**config.mk**
```make
export PLATFORM = sky130hd
export DESIGN_NAME = store_merge_ctrl
export DESIGN_NICKNAME = d
export VERILOG_FILES = /design/src/rtl/store_merge_ctrl.sv
export SDC_FILE = /design/constraint.sdc
export NUM_CORES = 1
export LEC_CHECK = 0
export ABC_AREA = 1
export CAP_MARGIN = 25
export CORE_AREA = 5 5 444 446
export DETAILED_ROUTE_END_ITERATION = 8
export DIE_AREA = 0 0 449 451
export GPL_TIMING_DRIVEN = 1
export HOLD_SLACK_MARGIN = 0.03
export SYNTH_ARGS = -nofsm -noshare
export SYNTH_HDL_FRONTEND = slang
export SYNTH_SLANG_ARGS = --single-unit
export TNS_END_PERCENT = 100
```
**constraint.sdc**
```tcl
create_clock -name clk -period 20.4 [get_ports clk]
set_input_delay 3.06 -clock clk [delete_from_list [all_inputs] [get_ports clk]]
set_output_delay 3.06 -clock clk [all_outputs]
set_load 0.05 [all_outputs]
```
**src/rtl/store_merge_ctrl.sv**
```systemverilog
// store_merge_ctrl: read-modify-write sequencer for one 256-bit data-array line.
// A single 32-bit byte-enabled store is merged into the line.
//
// The line is read, then passed through an external merge datapath (mg_*).
// The merged result is captured and written back. The array port is used
// only in cycles where arr_gnt is high.
//
// Optional feature (macro STORE_COALESCE_EN):
//   While the write is pending, a new store to the same line is folded into
//   the line being written. A store to a different line is parked in a
//   one-entry slot and issued straight after the write.
//
// Ports:
//   clk, reset        clock, asynchronous active-high reset
//   st_valid/st_ready store handshake
//   st_addr           store byte address ([4:2] word select, [1:0] ignored)
//   st_wd, st_be      store data and byte enables
//   arr_gnt           array port granted this cycle
//   arr_rd_en         array read request
//   arr_wr_en         array write request
//   arr_idx           array line index
//   arr_rd_data       array read data (one cycle after a granted read)
//   arr_wr_data       merged line to write
//   mg_rd             merge datapath: line input
//   mg_wd, mg_be      merge datapath: store data and byte enables
//   mg_sel            merge datapath: word select
//   mg_y              merge datapath result
//   busy              store in flight
module store_merge_ctrl #(
  parameter int ADDR_W = 32
) (
  input  logic              clk,
  input  logic              reset,
  input  logic              st_valid,
  output logic              st_ready,
  input  logic [ADDR_W-1:0] st_addr,
  input  logic [31:0]       st_wd,
  input  logic [3:0]        st_be,
  input  logic              arr_gnt,
  output logic              arr_rd_en,
  output logic              arr_wr_en,
  output logic [ADDR_W-6:0] arr_idx,
  input  logic [255:0]      arr_rd_data,
  output logic [255:0]      arr_wr_data,
  output logic [255:0]      mg_rd,
  output logic [31:0]       mg_wd,
  output logic [3:0]        mg_be,
  output logic [2:0]        mg_sel,
  input  logic [255:0]      mg_y,
  output logic              busy
);

  localparam int IDX_W = ADDR_W - 5;

  typedef enum logic [1:0] {S_IDLE, S_RD, S_WAIT, S_WR} state_t;

  state_t             state;
  state_t             state_nx;
  logic [IDX_W-1:0]   idx_q;
  logic [2:0]         sel_q;
  logic [31:0]        wd_q;
  logic [3:0]         be_q;
  logic [255:0]       line_q;
  logic               xfer;
  logic               new_st;
  logic               unused_addr_lsb;

  // Byte offset within the word is irrelevant to a word-granular merge.
  assign unused_addr_lsb = ^st_addr[1:0];

`ifdef STORE_COALESCE_EN
  logic               pend_v;
  logic [IDX_W-1:0]   pend_idx;
  logic [2:0]         pend_sel;
  logic [31:0]        pend_wd;
  logic [3:0]         pend_be;
  logic               coal;
  logic               wr_fire;

  assign st_ready = (state == S_IDLE) || ((state == S_WR) && !pend_v);
  assign busy     = (state != S_IDLE) || pend_v;
`else
  assign st_ready = (state == S_IDLE);
  assign busy     = (state != S_IDLE);
`endif

  assign xfer        = st_valid && st_ready;
  // Zero-byte stores are accepted but never start an array access.
  assign new_st      = xfer && (st_be != 4'b0000);
  assign arr_idx     = idx_q;
  assign arr_wr_data = line_q;

`ifdef STORE_COALESCE_EN
  // Same-line store during WR: merge into line_q instead of writing this cycle.
  assign coal    = (state == S_WR) && new_st && (st_addr[ADDR_W-1:5] == idx_q);
  assign wr_fire = (state == S_WR) && !coal && arr_gnt;
`endif

  // State register
  always_ff @(posedge clk or posedge reset) begin
    if (reset) state <= S_IDLE;
    else       state <= state_nx;
  end

  // Next state, array requests and merge datapath steering
  always_comb begin
    state_nx  = state;
    arr_rd_en = 1'b0;
    arr_wr_en = 1'b0;
    mg_rd     = 256'd0;
    mg_wd     = wd_q;
    mg_be     = be_q;
    mg_sel    = sel_q;
    case (state)
      S_IDLE: begin
        if (new_st) state_nx = S_RD;
        else        state_nx = S_IDLE;
      end
      S_RD: begin
        arr_rd_en = 1'b1;
        if (arr_gnt) state_nx = S_WAIT;
        else         state_nx = S_RD;
      end
      S_WAIT: begin
        mg_rd    = arr_rd_data;
        state_nx = S_WR;
      end
      S_WR: begin
`ifdef STORE_COALESCE_EN
        if (coal) begin
          mg_rd    = line_q;
          mg_wd    = st_wd;
          mg_be    = st_be;
          mg_sel   = st_addr[4:2];
          state_nx = S_WR;
        end else begin
          arr_wr_en = 1'b1;
          // After the write, a parked or just-arrived different-line store
          // goes straight to RD.
          if (arr_gnt) begin
            if (pend_v || new_st) state_nx = S_RD;
            else                  state_nx = S_IDLE;
          end else begin
            state_nx = S_WR;
          end
        end
`else
        arr_wr_en = 1'b1;
        if (arr_gnt) state_nx = S_IDLE;
        else         state_nx = S_WR;
`endif
      end
      default: state_nx = S_IDLE;
    endcase
  end

  // Capture registers for the store being processed
  always_ff @(posedge clk or posedge reset) begin
    if (reset) begin
      idx_q <= {IDX_W{1'b0}};
      sel_q <= 3'd0;
      wd_q  <= 32'd0;
      be_q  <= 4'd0;
    end else if ((state == S_IDLE) && xfer) begin
      idx_q <= st_addr[ADDR_W-1:5];
      sel_q <= st_addr[4:2];
      wd_q  <= st_wd;
      be_q  <= st_be;
`ifdef STORE_COALESCE_EN
    end else if (wr_fire && pend_v) begin
      idx_q <= pend_idx;
      sel_q <= pend_sel;
      wd_q  <= pend_wd;
      be_q  <= pend_be;
    end else if (wr_fire && new_st) begin
      idx_q <= st_addr[ADDR_W-1:5];
      sel_q <= st_addr[4:2];
      wd_q  <= st_wd;
      be_q  <= st_be;
`endif
    end
  end

  // Merged line capture
  always_ff @(posedge clk or posedge reset) begin
    if (reset) begin
      line_q <= 256'd0;
    end else if (state == S_WAIT) begin
      line_q <= mg_y;
`ifdef STORE_COALESCE_EN
    end else if (coal) begin
      line_q <= mg_y;
`endif
    end
  end

`ifdef STORE_COALESCE_EN
  // One-entry pending slot for a different-line store arriving during WR
  always_ff @(posedge clk or posedge reset) begin
    if (reset) begin
      pend_v   <= 1'b0;
      pend_idx <= {IDX_W{1'b0}};
      pend_sel <= 3'd0;
      pend_wd  <= 32'd0;
      pend_be  <= 4'd0;
    end else if (wr_fire && pend_v) begin
      pend_v <= 1'b0;
    end else if ((state == S_WR) && new_st && !coal && !arr_gnt) begin
      pend_v   <= 1'b1;
      pend_idx <= st_addr[ADDR_W-1:5];
      pend_sel <= st_addr[4:2];
      pend_wd  <= st_wd;
      pend_be  <= st_be;
    end
  end
`endif

endmodule

```
==> results of run 1 <==
[critical path, stage by stage (launching register included)]
cell	delay, ns
dfrtp_1	0.52
inv_8	0.24
nand2_8	0.68
buf_4	0.76
buf_4	0.74
buf_4	0.88
nor2_1	0.11
clkdlybuf4s50_1	0.93
[state kept, by name, indices dropped and copies added (netlist names)]
signal	cells
state	2
mg_be	4
mg_sel	3
arr_idx	27
arr_wr_data	256
mg_wd	32
[metal layers]
metal / GRT usage, % / vias to the layer above / wire length (um)
met2: 27.5 / 1011 / 82400
met1: 12.3 / 8667 / 44800
met4: 5.21 / 114 / 6260
li1: - / 8148 / -
met3: 7.35 / 376 / 16700
met5: 0 / - / 772
[layout make-up]
class | instances | area share (%)
timing repair buffer | 1181 | 38.3
sequential | 324 | 26.3
multi-input combinational | 1238 | 16.5
tap | 2526 | 10.3
clock buffer | 54 | 3.92
inverter | 262 | 3.24
clock inverter | 26 | 1.12
antenna | 44 | 0.357
[metrics by stage]
stage	setup slack [ns]	utilization (%)
floorplan	8.37	-
global placement	12.31	15.2
detailed placement	12.23	15.2
CTS	11.54	16.0
global route	11.17	16.0
finish	11.63	16.0
[cells in the final DEF (no fill, tap or decap)]
cell type,instances
nand2_1,652
bufinv_16,7
dfrtp_4,1
nand2_2,1
inv_8,3
nand3_1,322
clkbuf_1,3
nor2_4,1
buf_12,2
nand2_8,1
clkbuf_8,7
buf_16,1
buf_2,1
inv_1,260
clkdlybuf4s50_1,1162
clkbuf_16,44
clkinv_8,1
clkinv_4,1
diode_2,44
nor2_1,260
o21ai_0,1
buf_4,15
clkinvlp_4,5
clkinv_2,9
dfrtp_1,323
inv_6,2
[worst max path at each step]
stage | cells past startpoint | end | startpoint
2_1_floorplan | 1 | arr_idx[0] | reset
3_3_place_gp | 7 | mg_rd[195] | state[0]
3_5_place_dp | 7 | mg_rd[195] | state[0]
4_1_cts | 7 | mg_rd[195] | state[0]
5_1_grt | 7 | mg_rd[251] | state[0]
6_report | 7 | mg_rd[254] | state[0]
[power by group through the flow]
stage | clock network, W | logic (W) | registers [W]
after floorplan | 0 | 0.00117 | 0.00219
after global placement | 0 | 0.00383 | 0.00113
after detailed placement | 0 | 0.00385 | 0.00114
after CTS | 0.000902 | 0.00386 | 0.00114
after global routing | 0.000921 | 0.00393 | 0.00118
final | 0.000859 | 0.00375 | 0.00114
[cells by family (layout without fill, tap and decap cells)]
logic type	Yosys count	after routing
AND/OR/NAND/NOR	1237	1237
buffers and inverters	397	1523
flip-flops	324	324
AO/OA/AOI/OAI	1	1
other	0	44
==> results.toml, run 1 <==
[grt]
grt_max_degree = 180
overflow = 0
grt_pass1_vias = 17800
track_usage_pct = 14.2
grt_first_pass_wirelength_um = 190000
antenna_found_initial = 177

[placed_design]
io_buffers = 1163
place_area_um2 = 29100
place_congestion = 1.09
dp_cells = 5529
dp_hpwl_um = 130000

[worst_setup_path]
reg2reg_from = "state[0]"
crit_path_start_kind = "flop"
critPathKind = "reg2out"
required_ns = 17.34
worstSetupEndpointType = "output port"
regToRegSetupSlack_ns = 15.99
r2r-end = "arr_wr_data[148]"
arrival_ns = 5.71
crit_fanout = 151
reg2reg_depth = 7

[sta]
hold_viol = 0
setup_viol = 0
fin_crit_ns = 8.77
slew_headroom_pct = 23.4
max_freq_mhz = 114
setup_tns_ns = 0
finClkSkew_ns = 0.0324
worst_pin_slew_ns = 1.15
period_share_pct = 43.0
rsz0062_at_grt = "false"
hold_ws_ns = 0.469
finalMaxSlewViolations = 0

[worst_hold_path]
min_to = "arr_wr_data[212]"
hold_start = "arr_wr_data[212]"
hp-class = "reg2reg"
holdPathStages = 2

[synthesis]
synthXorXnorAreaFrac_pct = 0
synthMuxAreaShare_pct = 0
ys_top_cells_by_area = "dfrtp_1 55%, nand2_1 17%, nand3_1 11%"
synth_area_leader_cell = "dfrtp_1"
ys_seq_area_share_pct = 54.6
synth_ff_type = "dfrtp_1"
synth_area_um2 = 14800
synthAdderAreaFrac_pct = 0
syn_nets = 2543
synth.most_common_cell = "nand2_1"
async_reset_ff_share_pct = 100
synth_top_family_by_area = "simple AND/OR/NAND/NOR gates"
synthSimpleGateAreaFrac_pct = 34.1
synthCells = 1959
synth_cell_types = 14
yosysTopAreaCellShare_pct = 54.6
synth_compound_area_share_pct = 0.0337
synth_edf_count = 0
yosys-top-cells-count = "653 x nand2_1, 324 x dfrtp_1, 322 x nand3_1"
avgSynthCellArea_um2 = 7.58
yosysWarnings = 0
ys_ff_latch = 324

[floorplan]
io_pins = 1166
dieWidth_um = 449
rows = 161
die_area_um2 = 202000
start_util_pct = 7.72
die-height_um = 451
design.core.area_um2 = 192000

[pwr]
power_density_nw_per_um2 = 186
total_power_w = 0.00575
p_leak_nw = 14.0
p_clk_share_pct = 14.9
irDropWorstVdd_mv = 0.0990
swShare_pct = 56.6
pwr-share-comb_pct = 65.3
p_seq_share_pct = 19.8
p_int_w = 0.00249
switchingPower_w = 0.00325

[route]
vias_per_cell = 3.24
route.detailed.drc = 0
firstDrtPassIters = 6
drt-total-wl_um = 151000
num_vias = 18300
post_drt_wl_per_cell_um = 26.7
first_iter_violations = 1664
ant_nets = 0

[clock_network]
cts_made_buffers = 44
clkLatencyLatePin_ns = 0.63
hold_buffers = 0
cts_buffer_depth = 3
post_cts_buffers = 0
cts-resized-gates = 0
h-tree-depth = 2
clk_pin_slew_ns = 0.06
cts_root_buf = "clkbuf_16"
cts_tree = "done"
cts_sinks = 324

[finish]
seq_area_um2 = 8110
fin_area_um2 = 30800
area_delta_synth_final_pct = 108
n_fill_cell = 21800
multiInputGateArea_um2 = 5080
final_cells = 5655
nNetsFinal = 3635
drive_gt1_share_pct = 3.31

[job]
maxCapViolations = 0

[run_status]
status = "completed"
(Power assumes the default switching activity.)
==> run 2, diff against run 1 <==
--- a/config.mk
+++ b/config.mk
@@ -7,9 +7,9 @@
 export LEC_CHECK = 0
 export ABC_AREA = 1
 export CAP_MARGIN = 25
-export CORE_AREA = 5 5 444 446
+export CORE_AREA = 5 5 457 459
 export DETAILED_ROUTE_END_ITERATION = 8
-export DIE_AREA = 0 0 449 451
+export DIE_AREA = 0 0 462 464
 export GPL_TIMING_DRIVEN = 1
 export HOLD_SLACK_MARGIN = 0.03
 export SYNTH_ARGS = -nofsm -noshare
==> constraint.sdc (replaced) <==
create_clock -name clk -period 8.3 [get_ports clk]
set_input_delay 1.245 -clock clk [delete_from_list [all_inputs] [get_ports clk]]
set_output_delay 1.245 -clock clk [all_outputs]
set_load 0.05 [all_outputs]
==> results.toml, run 2 (synthesis results as in run 1) <==
[worst_setup_path]
critPathKind = "reg2out"
reg2reg_depth = 6
worstSetupEndpointType = "output port"
crit_fanout = 161
arrival_ns = 4.33
slowest_delay_ns = 0.92
required_ns = 7.05
path_cells = "inv_8 > nand2_8 > buf_12 > nor2_1 > clkdlybuf4s50_1"
slowest_stage = "clkdlybuf4s50_1"
crit_path_start_kind = "flop"

[route]
post_drt_wl_per_cell_um = 26.4
num_vias = 17800
ant_nets = 0
drt-total-wl_um = 153000
vias_per_cell = 3.06
route.detailed.drc = 0
firstDrtPassIters = 6
first_iter_violations = 817

[worst_hold_path]
holdPathStages = 2
hp-class = "reg2reg"

[placed_design]
io_buffers = 1163
place_congestion = 0.879
dp_cells = 5690
dp_hpwl_um = 134000

[sta]
slew_headroom_pct = 29.8
max_freq_mhz = 179
setup_tns_ns = 0
worst_pin_slew_ns = 1.05
hold_viol = 0
rsz0062_at_grt = "false"
period_share_pct = 67.2
finalMaxSlewViolations = 0
setup_viol = 0
fin_crit_ns = 5.58
finClkSkew_ns = 0.0263
hold_ws_ns = 0.468

[pwr]
total_power_w = 0.0139
p_int_w = 0.00598
p_seq_share_pct = 20.5
pwr-share-comb_pct = 65.7
swShare_pct = 57.0
switchingPower_w = 0.00793
irDropWorstVdd_mv = 0.281
power_density_nw_per_um2 = 450
p_clk_share_pct = 13.8
p_leak_nw = 13.9

[clock_network]
post_cts_buffers = 0
h-tree-depth = 2
clkLatencyLatePin_ns = 0.62
cts_root_buf = "clkbuf_16"
cts_tree = "done"
cts_sinks = 324
cts-resized-gates = 0
cts_buffer_depth = 3
hold_buffers = 0
clk_pin_slew_ns = 0.07
cts_made_buffers = 43

[floorplan]
design.core.area_um2 = 204000
die_area_um2 = 214000
die-height_um = 464
start_util_pct = 7.28
rows = 166
dieWidth_um = 462
io_pins = 1166

[grt]
antenna_found_initial = 137
grt_first_pass_wirelength_um = 190000
overflow = 0
grt_max_degree = 162
grt_pass1_vias = 18000
track_usage_pct = 13.6

[finish]
mostFrequentLayoutCells = "1160 x clkdlybuf4s50_1, 652 x nand2_1, 323 x dfrtp_1"
mostFrequentLayoutCell = "clkdlybuf4s50_1"
final_cells = 5800
area_delta_synth_final_pct = 108
finish.utilization_pct = 15.2
nNetsFinal = 3632
largest_reg_flops = 256
drive_gt1_share_pct = 3.11
n_fill_cell = 23100

[run_status]
status = "completed"

[job]
maxCapViolations = 0
==> run 2: path summary, 6_finish.rpt <==
kind | endpoint | slack, ns | start
min reg2reg | mg_wd[18] | 0.47 | mg_wd[18]
max reg2reg | arr_wr_data[10] | 5.31 | state[0]
max | mg_rd[223] | 2.72 | state[0]
max in group asynchronous | arr_wr_data[156] | 5.35 | reset
min | mg_wd[18] | 0.47 | mg_wd[18]
min in group asynchronous | arr_idx[15] | 1.07 | reset
==> run 2: area by class of cell <==
cell class / count / area [um2] / area share (%)
Multi-Input combinational cell: 1238 / 5080 / 16.4
Sequential cell: 324 / 8110 / 26.2
Tap cell: 2688 / 3360 / 10.9
Clock buffer: 61 / 1240 / 4.02
Clock inverter: 18 / 179 / 0.579
Antenna cell: 30 / 75.1 / 0.243
Timing Repair Buffer: 1179 / 11900 / 38.4
Inverter: 262 / 995 / 3.22
==> run 2: power groups by stage <==
stage | clock network, W | logic, W | registers, W
2_1_floorplan | 0 | 0.00287 | 0.00538
3_3_place_gp | 0 | 0.00934 | 0.00283
3_5_place_dp | 0 | 0.00939 | 0.00286
4_1_cts | 0.00200 | 0.00941 | 0.00284
5_1_grt | 0.00204 | 0.00961 | 0.00294
6_report | 0.00192 | 0.00914 | 0.00285
==> run 2: through the flow <==
stage / instance area, um2 / setup slack [ns]
6_report: 30900 / 2.72
5_1_grt: 30900 / 2.44
4_1_cts: 30800 / 2.59
3_5_place_dp: 29400 / 3.32
3_3_place_gp: 29300 / 3.32
2_1_floorplan: 14800 / 2.73
==> run 2: routing by layer <==
metal  wire length, um  global-route usage (%)  part of all wire, %
met5               505                       0                 0.33
met4              7200                    5.42                  4.7
met3             15800                    6.15                   10
met2             81500                    26.3                   53
met1             48300                    12.1                   32
==> run 2: critical path: cells and delay by family, from the launching register on <==
| kind | cells | cell delay (ns) |
|---|---|---|
| buf+inv | 3 | 1.99 |
| simple gates | 2 | 0.91 |
| flops | 1 | 0.49 |
==> run 3, diff against run 2 <==
==> constraint.sdc (replaced) <==
create_clock -name clk -period 5.4 [get_ports clk]
set_input_delay 0.81 -clock clk [delete_from_list [all_inputs] [get_ports clk]]
set_output_delay 0.81 -clock clk [all_outputs]
set_load 0.05 [all_outputs]
==> results.toml, run 3 (synthesis results as in run 1) <==
[worst_setup_path]
slowest_delay_ns = 0.85
path_cells = "inv_8 > nand2_8 > buf_12 > nor2_1 > clkdlybuf4s50_1"
critPathTopFamily = "buffers and inverters"
crit_fanout = 84
slowest_stage = "clkdlybuf4s50_1"
cp_num_buf_inv = 3
crit_path_start_kind = "flop"
required_ns = 4.59
reg2reg_from = "state[0]"
arrival_ns = 3.53
reg2reg_depth = 5
regToRegSetupSlack_ns = 2.53
r2r-end = "arr_wr_data[56]"
critPathKind = "reg2out"
worstSetupEndpointType = "output port"

[grt]
overflow = 0
antenna_found_initial = 148
grt_pass1_vias = 18200
grt_first_pass_wirelength_um = 191000
track_usage_pct = 13.7
grt_max_degree = 179

[route]
first_iter_violations = 1014
drt-total-wl_um = 154000
post_drt_wl_per_cell_um = 26.6
firstDrtPassIters = 5
ant_nets = 0
num_vias = 17900
vias_per_cell = 3.09
route.detailed.drc = 0

[placed_design]
place_congestion = 0.906
io_buffers = 1163
pre_cts_slack_ns = 1.66
dp_hpwl_um = 135000

[sta]
fin_ws_ns = 1.06
setup_viol = 0
worst_pin_slew_ns = 1.05
setup_tns_ns = 0
max_freq_mhz = 231
finalMaxSlewViolations = 0
finClkSkew_ns = 0.0586
hold_viol = 0
period_share_pct = 80.3
fin_crit_ns = 4.34
slew_headroom_pct = 29.7
rsz0062_at_grt = "false"

[clock_network]
cts_buffer_depth = 3
cts_made_buffers = 43
cts_root_buf = "clkbuf_16"
cts_tree = "done"
cts-resized-gates = 0
clkLatencyLatePin_ns = 0.62
post_cts_buffers = 0
hold_buffers = 0
h-tree-depth = 2
clk_pin_slew_ns = 0.06
cts_sinks = 324

[floorplan]
dieWidth_um = 462
start_util_pct = 7.28
die_area_um2 = 214000
io_pins = 1166
rows = 166
die-height_um = 464
design.core.area_um2 = 204000

[worst_hold_path]
hp-class = "reg2reg"
hold_start = "arr_wr_data[245]"
min_to = "arr_wr_data[245]"
holdPathStages = 2

[pwr]
power_density_nw_per_um2 = 702
p_leak_nw = 14.1
irDropWorstVdd_mv = 0.424

[finish]
finish.utilization_pct = 15.2
largest_reg_flops = 256
n_fill_cell = 23200
area_delta_synth_final_pct = 109
drive_gt1_share_pct = 4.66
mostFrequentLayoutCells = "1126 x clkdlybuf4s50_1, 652 x nand2_1, 323 x dfrtp_1"
mostFrequentLayoutCell = "clkdlybuf4s50_1"
nNetsFinal = 3642

[run_status]
status = "completed"

[job]
maxCapViolations = 0
[run 3: cell types whose count changed in the layout (fill, tap and decap cells not counted), moves of 3 or more]
cell,change
clkdlybuf4s50_1,-34
clkinv_2,+4
bufinv_16,+3
clkbuf_1,-4
buf_4,+43
clkinvlp_4,-4
diode_2,-4
[run 3: final cells by class]
type	count	area (um2)	area share [%]
repair buffers	1189	11900	38.4
flip-flops and latches	324	8110	26.2
multi-input cells	1238	5080	16.4
well taps	2688	3360	10.9
clock buffers	56	1210	3.92
inverters	262	995	3.21
clock inverters	23	264	0.853
diodes	26	65.1	0.210
[run 3: through the flow]
step / hold slack (ns) / cell area [um2] / cells / total power (W)
3_3_place_gp: 0.455 / 29300 / 5698 / 0.0190
2_1_floorplan: 0.646 / 14800 / 1959 / 0.0127
3_5_place_dp: 0.458 / 29400 / 5701 / 0.0191
5_1_grt: 0.486 / 30900 / 5790 / 0.0229
4_1_cts: 0.473 / 30900 / 5780 / 0.0224
6_report: 0.466 / 31000 / 5806 / 0.0218
[run 3: worst max path at each step]
stage,start,end,slack [ns],cells past startpoint
global route,state[0],mg_rd[71],0.82,5
detailed placement,state[0],mg_rd[2],1.66,5
finish,state[0],mg_rd[60],1.06,5
floorplan,reset,arr_idx[0],0.27,1
CTS,state[0],mg_rd[2],0.93,5
global placement,state[0],mg_rd[2],1.65,5
[run 3: worst min-delay path, delay by kind of cell, from the launching register on]
family	cells	cell delay [ns]
flops	1	0.34
simple gates	2	0.09
[run 3: where the power goes]
| group | leakage (nW) | switching, W | internal [W] |
|---|---|---|---|
| clock | 0.745 | 0.00128 | 0.00180 |
| sequential | 4.00 | 0.000690 | 0.00362 |
| combinational | 9.33 | 0.0105 | 0.00391 |
| total | 14.1 | 0.0124 | 0.00932 |
[run 3: per-layer routing]
layer  track usage [%]  vias up  part of all wire, %
li1                  -     8122                    -
met1              12.7     8466                   33
met2              26.3      989                   53
met3              5.62      270                  9.4
met4              5.24       70                  4.4
met5                 0        -                 0.28
==> patch: new RTL, flow settings as in run 2 <==
Set the parameter `ADDR_W` to 64 (it was 32).
--- a/src/rtl/store_merge_ctrl.sv
+++ b/src/rtl/store_merge_ctrl.sv
@@ -29,3 +29,3 @@
 module store_merge_ctrl #(
-  parameter int ADDR_W = 32
+  parameter int ADDR_W = 64
 ) (
Ports: changed (resized arr_idx and st_addr); port bits go from 1166 to 1230. No check against the original RTL was run, so the function may have changed too.
==> patch against run 2 <==
- count of clock-buffer cells in the layout down 1
- combinational power rose by 7.4%
- critical path depth did not move
- critical path type unchanged
- area after synthesis increased by 8.5%
- design area rose by 7.7%
- non-clock buffer count increased by 66
- sequential cell count increased by 32
- utilization rose by 1.2 points
- power rose by 11%
- wire length grew 15%
- register-to-register slack got worse by 0.40 ns
- fmax up 2.2%
- setup slack gained 0.12 ns
==> patch: results (changes against run 2) <==
outcome: "complete, no violations"
regArea_sq_um: 8910  # +9.9%
rrSetupSlack_ns: 4.91  # -0.40 ns
grt_max_degree: 212  # +31%
dp_hpwl_mm: 154  # +15%
synth_seq_area_share: 0.553  # +0.00712
ys_top_cells_by_count: "nand2_1, dfrtp_1, nand3_1, inv_1, nor2_1"
grt_pass1_wl_mm: 217  # +14%
met3_usage: 0.106  # +0.0450
drtIter0Drc: 1044  # +28%
dpl-instance-area_sq_um: 31200  # +6.3%
min_period_ns: 5.46  # -0.118 ns
slowest_delay_ns: 0.86  # -0.06 ns
final.fill_count: 23100  # -0.32%
n_clock_buffer: 60  # -1.6%
peakVddDrop_v: 0.000251  # -11%
multi_input_area_share: 0.165  # +0.000745
synth_compound_area_frac: 0.000311  # -0.0000263
reg2reg_to: "arr_wr_data[125]"
use_met1: 0.124  # +0.00351
final_util: 0.163  # +0.0116
vias_per_cell: 3.25  # +6.2%
diodes: 62  # +110%
route.met3.wl_mm: 24.9  # +58%
placedCellCount: 5883  # +3.4%
pre_cts_ws_ns: 3.63  # +0.305 ns
worstPathArrival_ns: 4.22  # -0.11 ns
crit_path_end: "mg_rd[55]"
drt_wl_total_mm: 176  # +15%
nNonClkBuffers: 1245  # +5.6%
wire_per_inst_um: 29.1  # +10%
layout-drive-gt1-share: 0.0337  # +0.00260
port_buffers: 1227  # +5.5%
power.leakage_nw: 15.1  # +8.3%
antenna_found_initial: 254  # +85%
syn-num-nets: 2712  # +6.6%
synth_top_cells_by_area: "dfrtp_1, nand2_1, nand3_1"
synthCells: 2096  # +7.0%
clock_cell_area_share: 0.0555  # +0.00950
bufAreaShareNonClock: 0.376  # -0.00781
cts.clk_slew.worst_paths_ns: 0.05  # -0.02 ns
## patch: cell types whose count changed after synthesis, sizes merged
| cell | delta |
|---|---|
| dfrtp | +32 |
| nand3 | +32 |
| clkbuf | +12 |
| buf | -3 |
| nand2 | +64 |
## patch: worst min-delay path by stage
stage,from,endpoint,slack [ns],cells after the start
after global placement,arr_wr_data[116],arr_wr_data[116],0.46,2
final,arr_wr_data[20],arr_wr_data[20],0.47,2
after CTS,arr_wr_data[229],arr_wr_data[229],0.47,2
after detailed placement,arr_wr_data[117],arr_wr_data[117],0.46,2
after global routing,arr_wr_data[222],arr_wr_data[222],0.49,2
after floorplan,state[0],state[0],0.69,3
## patch: power groups by stage
stage,combinational (W),clock [W],sequential [W]
2_1_floorplan,0.00298,0,0.00589
3_3_place_gp,0.0100,0,0.00309
3_5_place_dp,0.0101,0,0.00313
4_1_cts,0.0101,0.00260,0.00312
5_1_grt,0.0103,0.00265,0.00323
6_report,0.00982,0.00247,0.00311
